File: src/rtl/uart_pkg.sv
// Shared definitions for the UART transmit path.
// This file holds the frame FSM states, the parity-type encodings and the lowest usable bit period.
package uart_pkg;

  typedef enum logic [2:0] {
    IDLE   = 3'd0,
    START  = 3'd1,
    DATA   = 3'd2,
    PARITY = 3'd3,
    STOP   = 3'd4
  } tx_state_t;

  // Values of PAR_TYP.
  localparam logic PAR_EVEN = 1'b0;
  localparam logic PAR_ODD  = 1'b1;

  // Any Prescale below this value is raised to it when the word is accepted.
  localparam int MIN_PRESCALE = 5;

endpackage

File: src/rtl/tx_bit_timer.sv
// Bit timer for the UART transmitter.
// edge_count holds the cycle position inside the current bit and counts 1..ps.
// bit_idx holds the position of the bit inside the frame: 0 is the start bit and data bit k is k+1.
// Both counters return to zero whenever counting is disabled.
module tx_bit_timer #(
  parameter int PRESCALE_W = 5,
  parameter int IDX_W      = 4
) (
  input  logic                  clk,
  input  logic                  reset,
  input  logic                  count_en,
  input  logic [PRESCALE_W-1:0] ps,
  output logic [PRESCALE_W-1:0] edge_count,
  output logic [IDX_W-1:0]      bit_idx,
  output logic                  last_edge
);

  // A count of zero means the counter is idle. That zero never matches a bit period,
  // even when ps is still cleared after reset.
  assign last_edge = (edge_count != '0) && (edge_count == ps);

  // Count cycles inside a bit, and move to the next bit position after the final cycle.
  always_ff @(posedge clk) begin
    if (reset || !count_en) begin
      edge_count <= '0;
      bit_idx    <= '0;
    end else if (last_edge) begin
      edge_count <= PRESCALE_W'(1);
      bit_idx    <= bit_idx + IDX_W'(1);
    end else begin
      edge_count <= edge_count + PRESCALE_W'(1);
    end
  end

endmodule

File: src/rtl/uart_tx_frame.sv
// UART transmitter.
// The block takes one parallel word and sends it LSB first. The frame is a start bit,
// the data bits, an optional parity bit and a stop bit. Each bit lasts Prescale cycles.
// TX_OUT and Busy come straight from registers, so the serial line cannot glitch.
module uart_tx_frame
  import uart_pkg::*;
#(
  parameter int DATA_WIDTH = 8,
  parameter int PRESCALE_W = 5
) (
  input  logic                  CLK,
  input  logic                  Reset,
  input  logic [DATA_WIDTH-1:0] P_DATA,
  input  logic                  Data_Valid,
  input  logic                  PAR_EN,
  input  logic                  PAR_TYP,
  input  logic [PRESCALE_W-1:0] Prescale,
  output logic                  TX_OUT,
  output logic                  Busy
);

  localparam int IDX_W = $clog2(DATA_WIDTH + 3);
  localparam int SEL_W = (DATA_WIDTH > 1) ? $clog2(DATA_WIDTH) : 1;
  localparam logic [PRESCALE_W-1:0] MIN_PS = PRESCALE_W'(MIN_PRESCALE);
  localparam logic [IDX_W-1:0] LAST_DATA_IDX = IDX_W'(DATA_WIDTH);

  tx_state_t state, next_state;

  logic [DATA_WIDTH-1:0] data_q;
  logic                  par_en_q;
  logic                  par_typ_q;
  logic [PRESCALE_W-1:0] ps_q;

  logic                  accept;
  logic                  count_en;
  logic                  tx_next;
  logic                  busy_next;
  logic                  parity_bit;
  logic [IDX_W-1:0]      next_idx;
  logic [IDX_W-1:0]      data_sel;

  logic [PRESCALE_W-1:0] edge_count_unused;
  logic [IDX_W-1:0]      bit_idx;
  logic                  last_edge;

  assign accept     = (state == IDLE) && !Busy && Data_Valid;
  assign parity_bit = (par_typ_q == PAR_ODD) ? ~^data_q : ^data_q;

  tx_bit_timer #(
    .PRESCALE_W (PRESCALE_W),
    .IDX_W      (IDX_W)
  ) u_timer (
    .clk        (CLK),
    .reset      (Reset),
    .count_en   (count_en),
    .ps         (ps_q),
    .edge_count (edge_count_unused),
    .bit_idx    (bit_idx),
    .last_edge  (last_edge)
  );

  // Capture the word and its frame settings when the word is accepted. They stay fixed until the frame ends.
  always_ff @(posedge CLK) begin
    if (Reset) begin
      data_q    <= '0;
      par_en_q  <= 1'b0;
      par_typ_q <= 1'b0;
      ps_q      <= '0;
    end else if (accept) begin
      data_q    <= P_DATA;
      par_en_q  <= PAR_EN;
      par_typ_q <= PAR_TYP;
      ps_q      <= (Prescale < MIN_PS) ? MIN_PS : Prescale;
    end
  end

  // State register. The serial line and Busy are registered here as well.
  always_ff @(posedge CLK) begin
    if (Reset) begin
      state  <= IDLE;
      TX_OUT <= 1'b1;
      Busy   <= 1'b0;
    end else begin
      state  <= next_state;
      TX_OUT <= tx_next;
      Busy   <= busy_next;
    end
  end

  // Frame sequencing. Each non-idle state ends on the final cycle of its bit period.
  always_comb begin
    next_state = state;
    case (state)
      IDLE:    if (accept) next_state = START;
      START:   if (last_edge) next_state = DATA;
      DATA:    if (last_edge && (bit_idx == LAST_DATA_IDX))
                 next_state = par_en_q ? PARITY : STOP;
      PARITY:  if (last_edge) next_state = STOP;
      STOP:    if (last_edge) next_state = IDLE;
      default: next_state = IDLE;
    endcase
  end

  // Work out the line level for the next cycle from the state and bit position that take effect on that edge.
  always_comb begin
    count_en  = (next_state != IDLE);
    busy_next = (next_state != IDLE);
    next_idx  = last_edge ? (bit_idx + IDX_W'(1)) : bit_idx;
    data_sel  = next_idx - IDX_W'(1);
    tx_next   = 1'b1;
    case (next_state)
      IDLE:    tx_next = 1'b1;
      START:   tx_next = 1'b0;
      DATA:    tx_next = data_q[data_sel[SEL_W-1:0]];
      PARITY:  tx_next = parity_bit;
      STOP:    tx_next = 1'b1;
      default: tx_next = 1'b1;
    endcase
  end

endmodule
File: config.mk
export PLATFORM = sky130hd
export DESIGN_NAME = uart_tx_frame
export DESIGN_NICKNAME = d
export VERILOG_FILES = /design/src/rtl/uart_pkg.sv /design/src/rtl/tx_bit_timer.sv /design/src/rtl/uart_tx_frame.sv
export SDC_FILE = /design/constraint.sdc
export NUM_CORES = 1
export LEC_CHECK = 0
export CORE_MARGIN = 4
export CORE_UTILIZATION = 45
export CTS_BUF_LIST = sky130_fd_sc_hd__clkbuf_4
export DETAILED_ROUTE_END_ITERATION = 10
export PLACE_DENSITY_LB_ADDON = 0.05
export SLEW_MARGIN = 20
export SYNTH_ARGS = -nofsm -noshare
export SYNTH_HDL_FRONTEND = slang
export SYNTH_SLANG_ARGS = --single-unit
File: constraint.sdc
create_clock -name CLK -period 4.2 [get_ports CLK]
set_clock_uncertainty 0.05 [all_clocks]
set_input_delay 0.42 -clock CLK [delete_from_list [all_inputs] [get_ports CLK]]
set_output_delay 0.42 -clock CLK [all_outputs]
set_load 0.03 [all_outputs]
# Yosys cells after proc, flatten, opt, wreduce, memory -nomap -nowiden
# Cells that the tools add are included.
# word_totals
reg_bits	29
inputBits	18
output_inout_bits	2
wordCells	51
# classes
n_addsub	3
order_cmp	2
eq_ne	9
n_mux	14
n_reduce_logical	13
# op_table
op	n
2-to-1 mux 3 bit	6
one-hot mux 3 bit (5 select lines)	1
equality test 3 x 2 -> 1 bit (second input constant)	4
XNOR reduction 8 bit	1
XOR reduction 8 bit	1
equality test 3 x 1 -> 1 bit (second input constant)	2
adder 5 x 1 -> 5 bit (second input constant)	1
equality test 5 bit	1
< comparator 5 x 3 -> 1 bit (second input constant)	1
2-to-1 mux 5 bit	1
nonzero test 5 bit	1
adder 4 x 1 -> 4 bit (second input constant)	1
equality test 4 bit (second input constant)	1
logical AND 1 bit	4
< comparator 3 x 4 -> 1 bit (second input constant)	1
2-to-1 mux 4 bit	1
binary-select mux 1 bit (select 3 bit)	1
equality test 3 bit (second input constant)	1
zero test 3 bit	1
2-to-1 mux 1 bit	3
one-hot mux 1 bit (3 select lines)	1
nonzero test 3 bit	1
subtractor 3 x 1 -> 3 bit (second input constant)	1
zero test 1 bit	2
2 further kinds	2

# Longest topological paths before layout
# Gate-level depths: netlist of run 1.
# logic_depth
word_depth	9
depth_mapped	13
depth_no_buf	12

# Modules after synthesis
# Synthesis of run 1 repeated with hierarchy kept, for this count alone.
# unflattened
cells_unflattened	173
hier_area_um2	1511.4
# by_module_without_submodules
mod	instances	cells_per_inst	area_per_inst_um2	seq_area_each_um2
uart_tx_frame	1	120	1042.2	400.4
tx_bit_timer	1	53	469.2	180.2

# Worst setup path before layout of run 1
# OpenSTA, ideal clock, no wires.
# synth_path
path_type	reg-to-reg
startpoint	reg u_timer.edge_count[0]
endpoint	reg TX_OUT
setup_ps	78
t_arrival_ps	2789
required_ps	4072
slack_ps	1283
path_stages_with_launch	13
path_buffers	1
period_less_slack_ps	2917
path_cell_list	dfxtp_1 inv_1 ha_1 or4b_1 nand4_2 nor2_2 xnor2_1 ha_1 buf_2 mux2i_4 and3_1 or4b_1 a32oi_1
# synth_via
elab_chain_len	7
elab_cells_between_ends	17
classes_between	1 x add/sub; 4 x eq/ne; 9 x mux; 3 x reduce/logical
# synth_rtl
item	line_no	source
from (decl)	tx_bit_timer.sv:13	output logic [PRESCALE_W-1:0] edge_count,
from (signal assigned)	tx_bit_timer.sv:31	edge_count <= edge_count + PRESCALE_W'(1);
equality test 5 bit / nonzero test 5 bit (equally long branches)	tx_bit_timer.sv:20	assign last_edge = (edge_count != '0) && (edge_count == ps);
logical AND 1 bit *	tx_bit_timer.sv:20	
2-to-1 mux 4 bit / logical AND 1 bit (equally long branches)	--	
subtractor 3 x 1 -> 3 bit / 2-to-1 mux 3 bit (equally long branches)	uart_tx_frame.sv:109, uart_tx_frame.sv:96	
binary-select mux 1 bit (select 3 bit) / one-hot mux 3 bit (5 select lines) (equally long branches)	uart_tx_frame.sv:114, uart_tx_frame.sv:93	
2-to-1 mux 1 bit (not written as such), or another cell as far along	uart_tx_frame.sv:114	DATA: tx_next = data_q[data_sel[SEL_W-1:0]];
one-hot mux 1 bit (3 select lines) *	uart_tx_frame.sv:111	case (next_state)
to (signal assigned)	uart_tx_frame.sv:85	TX_OUT <= tx_next;
to (decl)	uart_tx_frame.sv:18	output logic TX_OUT,
# Every way passes the cells marked *; elsewhere a longest branch is shown, timed or not. The select of a mux whose other input is x is not followed.
# A chain may end at the register's enable or synchronous reset.

# Worst setup path in the final report of run 1
# Ends and elaborated chain as after synthesis.

==> results of run 1 <==
per-stage QoR:
step,setup slack (ps),util,hold WS [ps],std cells
after floorplan,1280,-,394,181
after global placement,1230,0.546,413,235
after detailed placement,1090,0.546,426,235
after CTS,1050,0.572,439,243
after global routing,862,0.572,459,243
final,1070,0.572,432,243
final cells by class:
type                    instances  area, sq um
clock inverters                 2         33.8
inverters                       7         26.3
multi-input cells             136          857
clock buffers                   6         45.0
flip-flops and latches         29          581
well taps                      44         55.1
fillers                       309         1340
repair buffers                 19          190
synthesized netlist by cell type, drive strengths merged:
| library cell | count |
|---|---|
| nor3 | 4 |
| nand3 | 6 |
| a21oi | 17 |
| mux2i | 7 |
| a32oi | 2 |
| nand2b | 1 |
| and3b | 1 |
| or4b | 2 |
| dfxtp | 29 |
| o41a | 1 |
| nor2b | 1 |
| or3 | 1 |
| a211o | 1 |
| ha | 5 |
| nor3b | 1 |
| or2 | 2 |
| o21ai | 3 |
| a31oi | 1 |
| inv | 7 |
| buf | 3 |
| nand2 | 33 |
| clkbuf | 6 |
| xnor2 | 14 |
| o31ai | 1 |
| nor2 | 19 |
| nand4 | 2 |
| and3 | 4 |
| a211oi | 1 |
| xor2 | 5 |
| xnor3 | 1 |
kinds of logic (layout without fill, tap and decap cells):
group,Yosys count,after routing,synth area share
AND/OR/NAND/NOR,77,77,0.242
multiplexers,7,7,0.0549
adder cells (fa/ha/maj),5,5,0.0416
XOR/XNOR,20,20,0.126
buffers and inverters,16,34,0.0441
flip-flops,29,29,0.386
AO/OA/AOI/OAI,27,27,0.106
registers in the layout (all words and copies together) (netlist names):
register / cells
u_timer.edge_count: 5
data_q: 8
ps_q: 5
state: 3
u_timer.bit_idx: 4
Busy: 1
TX_OUT: 1
par_en_q: 1
par_typ_q: 1
critical path: cells and delay by family (launching register included):
kind	cells	cell delay, ps
AND/OR/NAND/NOR	5	1370
adder cells (fa/ha/maj)	2	530
flip-flops	1	360
XOR/XNOR	1	260
multiplexers	1	230
AO/OA/AOI/OAI	1	170
buffers and inverters	1	80
how the worst max path moves through the flow:
stage / startpoint / endpoint / slack [ps]
2_1_floorplan: u_timer.edge_count[0]$_SDFF_PP0_ / TX_OUT$_SDFF_PP1_ / 1280
5_1_grt: u_timer.edge_count[0]$_SDFF_PP0_ / TX_OUT$_SDFF_PP1_ / 860
6_report: u_timer.edge_count[0]$_SDFF_PP0_ / TX_OUT$_SDFF_PP1_ / 1070
3_5_place_dp: u_timer.edge_count[0]$_SDFF_PP0_ / TX_OUT$_SDFF_PP1_ / 1090
3_3_place_gp: u_timer.edge_count[0]$_SDFF_PP0_ / TX_OUT$_SDFF_PP1_ / 1230
4_1_cts: u_timer.edge_count[0]$_SDFF_PP0_ / TX_OUT$_SDFF_PP1_ / 1050
metal layers:
layer | up-vias | track usage | wire length [um]
li1 | 638 | - | -
met1 | 547 | 0.180 | 1380
met2 | 30 | 0.280 | 1470
met3 | 7 | 0.0578 | 175
met4 | 0 | 0.0622 | 45
met5 | - | 0 | 0
layout by cell type, fill, tap and decap left out:
cell type	synthesis	layout
a21oi_1	17	17
nand4_1	1	1
nand2_2	1	1
a211o_1	1	1
bufinv_16	0	1
nor3_1	4	4
nand4_2	1	1
or2_1	1	1
or4b_1	2	2
nand3_1	6	6
or2_2	1	1
a31oi_1	1	1
or3_1	1	1
clkbuf_4	0	6
clkinv_1	0	1
and3_1	4	4
xor2_1	5	5
nor2_1	18	18
ha_1	5	5
mux2i_4	1	1
xnor3_1	1	1
o21ai_0	3	3
nor3b_1	1	1
inv_1	6	6
o41a_1	1	1
dfxtp_1	29	29
mux2i_1	6	6
a211oi_1	1	1
nor2_2	1	1
nand2_1	32	32
a32oi_1	2	2
nor2b_1	1	1
xnor2_1	14	14
inv_2	1	1
clkdlybuf4s50_1	0	19
and3b_1	1	1
o31ai_1	1	1
nand2b_2	1	1
power breakdown:
group | internal, mW | switching (mW) | leakage, nW
sequential | 0.301 | 0.0232 | 0.237
clock | 0.130 | 0.0980 | 0.0433
combinational | 0.115 | 0.131 | 0.389
==> reports/metrics.cfg, run 1 <==
[status]
status=finished, final reports clean

[power_and_ir_drop]
peakVddDrop_mv=0.211
finalPower_mw=0.798
p_per_area_nw_per_um2=446
leakagePower_nw=0.670

[grt]
grt_usage=0.162
antenna_found_initial=0
grt_pass1_vias=1208
grt_max_degree=22
grt_pass1_wl_um=5270
grt_remaining_overflow=0

[clock_tree]
htree_levels=2
numCtsBuffers=5
cts_setup_buffers=0
clk_pin_slew_worst_paths_ps=90
root_buffer=clkbuf_4
clk_latency_ps=330
cts_sinks=29
ctsResizeCount=0
tritoncts=done
cts_hold_buf=0
ctsLongestPathBuffers=2

[cells_and_area]
fin_area_sq_um=1790
area.growth.synth_to_final_pct=18.9
drive_above_1_share=0.0704
nNetsFinal=221
antennaDiodeCount=0

[detailed_routing]
drt_first_pass_iters=4
drt_iter0_drc=71
routedWlPerCell_um=12.6
drc=0
via_per_inst=5.03
route.vias.total=1222
drt_wl_total_um=3070
drtAntennaViolNets=0

[die]
die_x_um=65.8
rows=20
core-area_sq_um=3130
design.die.area_sq_um=4330
initial_utilization=0.481
die_h_um=65.8
io_pins=20

[synth]
yosys.area.top_type=dfxtp_1
syn-num-nets=204
syn-cell-area_sq_um=1500
ys_ff_latch=29
syn_avg_cell_area_sq_um=8.31
synthTopCellsByArea=dfxtp_1 (39%), xnor2_1 (8.2%), nand2_1 (8.0%), a21oi_1 (5.7%), nor2_1 (4.5%)
synth_top_area_share=0.386
seq_area_frac_synth=0.386
synth_cells=181
synth_warnings=0
yosysUniqueCellTypes=37

[critical_path]
path_class=flop to flop
crit_path_end_kind=flop
worstPathCellList=inv_1, ha_1, or4b_1, nand4_2, nor2_2, xnor2_1, ha_1, mux2i_4, and3_1, or4b_1, a32oi_1
r2r-start=u_timer.edge_count[0]$_SDFF_PP0_
startpoint_type=flop
reg2regPathDepth=11
timing.rr.end=TX_OUT$_SDFF_PP1_
critPathMaxStageDelay_ps=510
regToRegSetupSlack_ps=1070
cp_max_fo=5
cp_data_arrival_time_ps=3330
crit_slowest_cell=or4b_1
worstPathRequired_ps=4400

[placed_design]
placed_area_sq_um=1710
gp_congestion=0.828
port-buffer-count=19
place_hpwl_um=2360

[sta]
max_freq_ghz=0.320
hold_viol_final=0
worst_pin_slew_ps=801
min_period_over_period=0.745
setup_viol=0
layout_min_cycle_time_ps=3130
rsz0062_at_grt=no
slew_violations=0
relSlewSlack=0.464
setup_tns_ps=0

[min_path]
hold_path.class=flop to flop
hold_start=ps_q[3]$_SDFFE_PP0P_
min_to=ps_q[3]$_SDFFE_PP0P_
min_path_cells=2

[flow_run]
max_cap_viol_count=0

Note: power is estimated with default switching activity, not from simulation.
==> run 2: changes to the inputs <==
==> constraint.sdc (replaced) <==
create_clock -name CLK -period 2.88 [get_ports CLK]
set_clock_uncertainty 0.05 [all_clocks]
set_input_delay 0.288 -clock CLK [delete_from_list [all_inputs] [get_ports CLK]]
set_output_delay 0.288 -clock CLK [all_outputs]
set_load 0.03 [all_outputs]
==> reports/metrics.cfg, run 2 (synthesis results as in run 1) <==
[status]
status=finished, final reports clean

[detailed_routing]
drt_iter0_drc=83  ; +17%
drt_first_pass_iters=4  ; unchanged
drt_wl_total_um=3080  ; +0.26%
via_per_inst=4.92  ; -2.1%
drc=0  ; unchanged
drtAntennaViolNets=0  ; unchanged
route.vias.total=1241  ; +1.6%
routedWlPerCell_um=12.2  ; -3.3%

[critical_path]
critPathMaxStageDelay_ps=510  ; about the same
path_class=flop to flop
cp_data_arrival_time_ps=3070  ; -260 ps
cp_max_fo=5  ; unchanged
r2r-start=u_timer.edge_count[1]$_SDFF_PP0_
crit_path_end_kind=flop
crit_slowest_cell=or4b_1
worstPathRequired_ps=3080  ; -1320 ps
path_depth=11  ; unchanged
startpoint_type=flop
cp-startpoint=u_timer.edge_count[1]$_SDFF_PP0_
path_buf_inv=1  ; unchanged
timing.rr.end=TX_OUT$_SDFF_PP1_
critical_path.endpoint=TX_OUT$_SDFF_PP1_
regToRegSetupSlack_ps=10  ; -1060 ps
worstPathCellList=inv_2, ha_4, or4b_4, nand4_4, nor2_4, mux2i_4, ha_4, mux2i_4, and3_1, or4b_1, a32oi_1
crit_family=simple AND/OR/NAND/NOR gates
reg2regPathDepth=11  ; unchanged

[cells_and_area]
drive_above_1_share=0.183  ; +0.112
fin_util=0.620  ; +0.0484
final_cell_mix=nand2_1 (32), dfxtp_1 (26), clkdlybuf4s50_1 (19), nor2_1 (18), a21oi_1 (17)
area.growth.synth_to_final_pct=29.0
nNetsFinal=230  ; +4.1%
largest_reg_flops=8  ; unchanged
largest-register=data_q
fin_area_sq_um=1940  ; +8.5%
antennaDiodeCount=0  ; unchanged
reg_top3=data_q: 8 flops, ps_q: 5 flops, u_timer.edge_count: 5 flops
final_cells=252  ; +3.7%
layout_commonest_cell=nand2_1

[die]
core-area_sq_um=3130  ; unchanged
rows=20  ; unchanged
initial_utilization=0.481  ; unchanged
die_x_um=65.8  ; unchanged
die_h_um=65.8  ; unchanged
design.die.area_sq_um=4330  ; unchanged
io_pins=20  ; unchanged

[sta]
setup_tns_ps=0  ; unchanged
layout_min_cycle_time_ps=2870  ; -262 ps
hold_viol_final=0  ; unchanged
max_freq_ghz=0.349  ; +9.1%
relSlewSlack=0.487  ; +0.0226
rsz0062_at_grt=yes
min_period_over_period=0.996  ; +0.251
setup_viol=0  ; unchanged
worst_pin_slew_ps=767  ; -33.7 ps
slew_violations=0  ; unchanged
fin_hold_ws_ps=428  ; -3.63 ps
setup_ws_ps=12.8  ; -1060 ps

[min_path]
hold_path.class=flop to flop
min_path_cells=2  ; unchanged

[flow_run]
max_cap_viol_count=0  ; unchanged

[grt]
grt_pass1_wl_um=5330  ; +1.2%
grt_max_degree=22  ; unchanged
grt_usage=0.164  ; +0.00227
grt_pass1_vias=1255  ; +3.9%
grt_remaining_overflow=0  ; unchanged
antenna_found_initial=0  ; unchanged

[power_and_ir_drop]
p_per_area_nw_per_um2=611  ; +37%
peakVddDrop_mv=0.285  ; +35%
finalPower_mw=1.19  ; +49%
leakagePower_nw=0.723  ; +8.0%

[clock_tree]
clk_latency_ps=330  ; about the same
numCtsBuffers=5  ; unchanged
htree_levels=2  ; unchanged
cts_sinks=29  ; unchanged
clk_pin_slew_worst_paths_ps=100  ; about the same
ctsLongestPathBuffers=2  ; unchanged
root_buffer=clkbuf_4
tritoncts=done

[placed_design]
dp_slack_ps=-76.2  ; -1160 ps
port-buffer-count=19  ; unchanged
placed_area_sq_um=1760  ; +2.9%
gp_congestion=0.896  ; +8.2%
place_hpwl_um=2270  ; -3.8%
place_inst=240  ; +2.1%

[run 2: cell types whose count changed in the layout (fill, tap and decap cells not counted), moves of 3 or more]
cell,previous run,this run
buf_4,0,8
xnor2_1,14,10
dfxtp_1,29,26
dfxtp_2,0,3
xnor2_2,0,3
[run 2: per-layer routing]
layer | GRT usage | wire length (um) | vias to the layer above
met5 | 0 | 0 | -
met4 | 0.0751 | 60 | 0
met3 | 0.0561 | 145 | 6
met2 | 0.277 | 1450 | 24
met1 | 0.186 | 1420 | 547
li1 | - | - | 664
[run 2: worst register-to-register path, delay by kind of cell (launching register included)]
| family | cells | cell delay (ps) |
|---|---|---|
| and+or+nand+nor | 5 | 1240 |
| muxes | 2 | 510 |
| adders and majority gates | 2 | 390 |
| DFF | 1 | 340 |
| AOI/OAI and AO/OA | 1 | 200 |
| buffers and inverters | 1 | 40 |
[run 2: report_power, final]
part           total (mW)  internal (mW)  switching (mW)  leakage [nW]
Sequential          0.470          0.440          0.0304         0.238
Clock               0.245          0.102           0.143        0.0354
Combinational       0.470          0.242           0.229         0.450
[run 2: final cells by class]
class	instances	area, sq um
inverter	7	26.3
timing repair buffer	28	262
clock inverter	2	10.0
clock buffer	6	45.0
multi-input combinational	136	957
tap	44	55.1
sequential	29	584
fill	275	1190
[run 2: timing repair]
action                     CTS  global route
pin swaps                    5             4
gates resized for setup     15             3
setup endpoints to repair    1             1
hold buffers                 0             0
hold endpoints to repair     0             0
buffers inserted             4             0
[run 2: worst min path at each step]
stage	slack, ps	from	to
floorplan	370	P_DATA[2]	data_q[2]$_SDFFE_PP0P_
global placement	410	u_timer.bit_idx[3]$_SDFFE_PP0P_	u_timer.bit_idx[3]$_SDFFE_PP0P_
detailed placement	410	ps_q[1]$_SDFFE_PP0P_	ps_q[1]$_SDFFE_PP0P_
CTS	430	par_typ_q$_SDFFE_PP0P_	par_typ_q$_SDFFE_PP0P_
global route	430	P_DATA[0]	data_q[0]$_SDFFE_PP0P_
finish	430	ps_q[3]$_SDFFE_PP0P_	ps_q[3]$_SDFFE_PP0P_
==> run 3: changes to the inputs <==
--- a/config.mk
+++ b/config.mk
@@ -5,8 +5,7 @@
 export SDC_FILE = /design/constraint.sdc
 export NUM_CORES = 1
 export LEC_CHECK = 0
-export CORE_MARGIN = 4
-export CORE_UTILIZATION = 45
+export CORE_UTILIZATION = 56
 export CTS_BUF_LIST = sky130_fd_sc_hd__clkbuf_4
 export DETAILED_ROUTE_END_ITERATION = 10
 export PLACE_DENSITY_LB_ADDON = 0.05
==> reports/metrics.cfg, run 3 (synthesis results as in run 1) <==
[clock_tree]
tritoncts=done
cts_sinks=29  ; unchanged
clk_latency_ps=340  ; about the same
ctsLongestPathBuffers=2  ; unchanged
numCtsBuffers=5  ; unchanged
cts_hold_buf=0  ; unchanged
root_buffer=clkbuf_4
clk_pin_slew_worst_paths_ps=100  ; about the same
htree_levels=2  ; unchanged

[die]
io_pins=20  ; unchanged
initial_utilization=0.602  ; +0.121
die_x_um=53.8  ; -18%
die_h_um=53.8  ; -18%
core-area_sq_um=2500  ; -20%
design.die.area_sq_um=2900  ; -33%
rows=18  ; -10%

[critical_path]
regToRegSetupSlack_ps=30  ; about the same
startpoint_type=flop
cp_max_fo=3  ; -2
path_class=flop to flop
worstPathRequired_ps=3100  ; +20 ps
reg2regPathDepth=11  ; unchanged
crit_path_end_kind=flop
timing.rr.end=TX_OUT$_SDFF_PP1_
cp_data_arrival_time_ps=3080  ; about the same
r2r-start=u_timer.edge_count[1]$_SDFF_PP0_

[sta]
worst_pin_slew_ps=768  ; +0.540 ps
rsz0062_at_grt=yes
relSlewSlack=0.487  ; about the same
hold_viol_final=0  ; unchanged
setup_tns_ps=0  ; unchanged
min_period_over_period=0.991  ; -0.00474
max_freq_ghz=0.350  ; +0.48%
slew_violations=0  ; unchanged
setup_ws_ps=26.4  ; +13.6 ps
setup_viol=0  ; unchanged
layout_min_cycle_time_ps=2850  ; -13.6 ps

[cells_and_area]
largest_reg_flops=8  ; unchanged
layout_commonest_cell=nand2_1
fin_area_sq_um=1830  ; -5.5%
largest-register=data_q
antennaDiodeCount=0  ; unchanged
final_cell_mix=nand2_1 (32), dfxtp_1 (28), clkdlybuf4s50_1 (19), nor2_1 (18), a21oi_1 (17)
nNetsFinal=228  ; -0.87%
reg_top3=data_q: 8 flops, ps_q: 5 flops, u_timer.edge_count: 5 flops
drive_above_1_share=0.126  ; -0.0565
final_cells=236  ; -6.3%
area.growth.synth_to_final_pct=21.9

[placed_design]
gp_congestion=0.949  ; +6.0%
port-buffer-count=19  ; unchanged
place_hpwl_um=2270  ; about the same
placed_area_sq_um=1740  ; -1.0%
place_inst=226  ; -5.8%
dp_slack_ps=-17.0  ; +59.2 ps

[min_path]
min_path_cells=2  ; unchanged
min_to=par_typ_q$_SDFFE_PP0P_
hold_start=par_typ_q$_SDFFE_PP0P_
hold_path.class=flop to flop

[detailed_routing]
drtAntennaViolNets=0  ; unchanged
routedWlPerCell_um=13.7  ; +12%
drt_first_pass_iters=4  ; unchanged
via_per_inst=5.39  ; +9.4%
drt_wl_total_um=3230  ; +4.7%
drt_iter0_drc=19  ; -77%
drc=0  ; unchanged
route.vias.total=1272  ; +2.5%

[grt]
grt_pass1_vias=1142  ; -9.0%
grt_usage=0.254  ; +0.0893
antenna_found_initial=0  ; unchanged
grt_remaining_overflow=0  ; unchanged
grt_pass1_wl_um=5020  ; -5.8%
grt_max_degree=22  ; unchanged

[flow_run]
max_cap_viol_count=0  ; unchanged

[power_and_ir_drop]
peakVddDrop_mv=0.432  ; +52%
p_per_area_nw_per_um2=623  ; +2.0%
leakagePower_nw=0.700  ; -3.2%
finalPower_mw=1.14  ; -3.6%

[status]
status=finished, final reports clean

[run 3: changes by cell type in the layout (fill, tap and decap cells not counted), moves of 2 or more]
cell and delta:
xnor2_1 +3, xnor2_2 -2, dfxtp_1 +2, dfxtp_2 -2, ha_4 -2, buf_4 -2, inv_2 -2, ha_1 +2
inv_1 +2
[run 3: power breakdown]
| part | total [mW] | switching (mW) | internal, mW | leakage [nW] |
|---|---|---|---|---|
| Clock | 0.248 | 0.146 | 0.102 | 0.0354 |
| Sequential | 0.469 | 0.0303 | 0.439 | 0.237 |
| Combinational | 0.425 | 0.217 | 0.208 | 0.427 |
| Total | 1.14 | 0.393 | 0.749 | 0.700 |
[run 3: worst max path at each step]
stage                                           from  cells after the start           endpoint
floorplan           u_timer.edge_count[0]$_SDFF_PP0_                     12  TX_OUT$_SDFF_PP1_
global placement    u_timer.edge_count[1]$_SDFF_PP0_                     13  TX_OUT$_SDFF_PP1_
detailed placement  u_timer.edge_count[1]$_SDFF_PP0_                     13  TX_OUT$_SDFF_PP1_
CTS                 u_timer.edge_count[1]$_SDFF_PP0_                     13  TX_OUT$_SDFF_PP1_
global route        u_timer.edge_count[1]$_SDFF_PP0_                     13  TX_OUT$_SDFF_PP1_
finish              u_timer.edge_count[1]$_SDFF_PP0_                     11  TX_OUT$_SDFF_PP1_
[run 3: stage by stage]
step / hold slack [ps] / util
after global routing: 448 / 0.733
after CTS: 430 / 0.722
final: 428 / 0.733
after detailed placement: 417 / 0.697
after floorplan: 373 / -
after global placement: 410 / 0.697
[run 3: final cells by class]
cell class              instances  area [sq um]
inverters                       7          26.3
repair buffers                 26           246
flip-flops and latches         29           582
multi-input cells             136           886
clock buffers                   6          45.0
fillers                       201           667
well taps                      30          37.5
clock inverters                 2          10.0
[run 3: timing repair]
item | 4_1_cts | 5_1_grt
pin swaps | 2 | 1
setup buffers | 1 | 1
setup endpoints to repair | 1 | 1
endpoints found under the hold margin | 0 | 0
gates resized for setup | 1 | 4
[run 3: worst max-delay path: stages, from the launching register on]
cell     delay, ps
dfxtp_2        340
inv_1           50
ha_1           130
or4b_4         470
nand4_4        100
nor2_4          60
mux2i_2        160
ha_1           370
mux2i_4        210
and3_1         180
or4b_1         510
a32oi_1        170
[run 3: routing by layer]
layer,global-route usage,share of wire,up-vias
met2,0.436,0.50,25
met3,0.0847,0.043,7
met1,0.285,0.44,585
li1,-,-,655
met5,0,0,-
met4,0.101,0.015,0
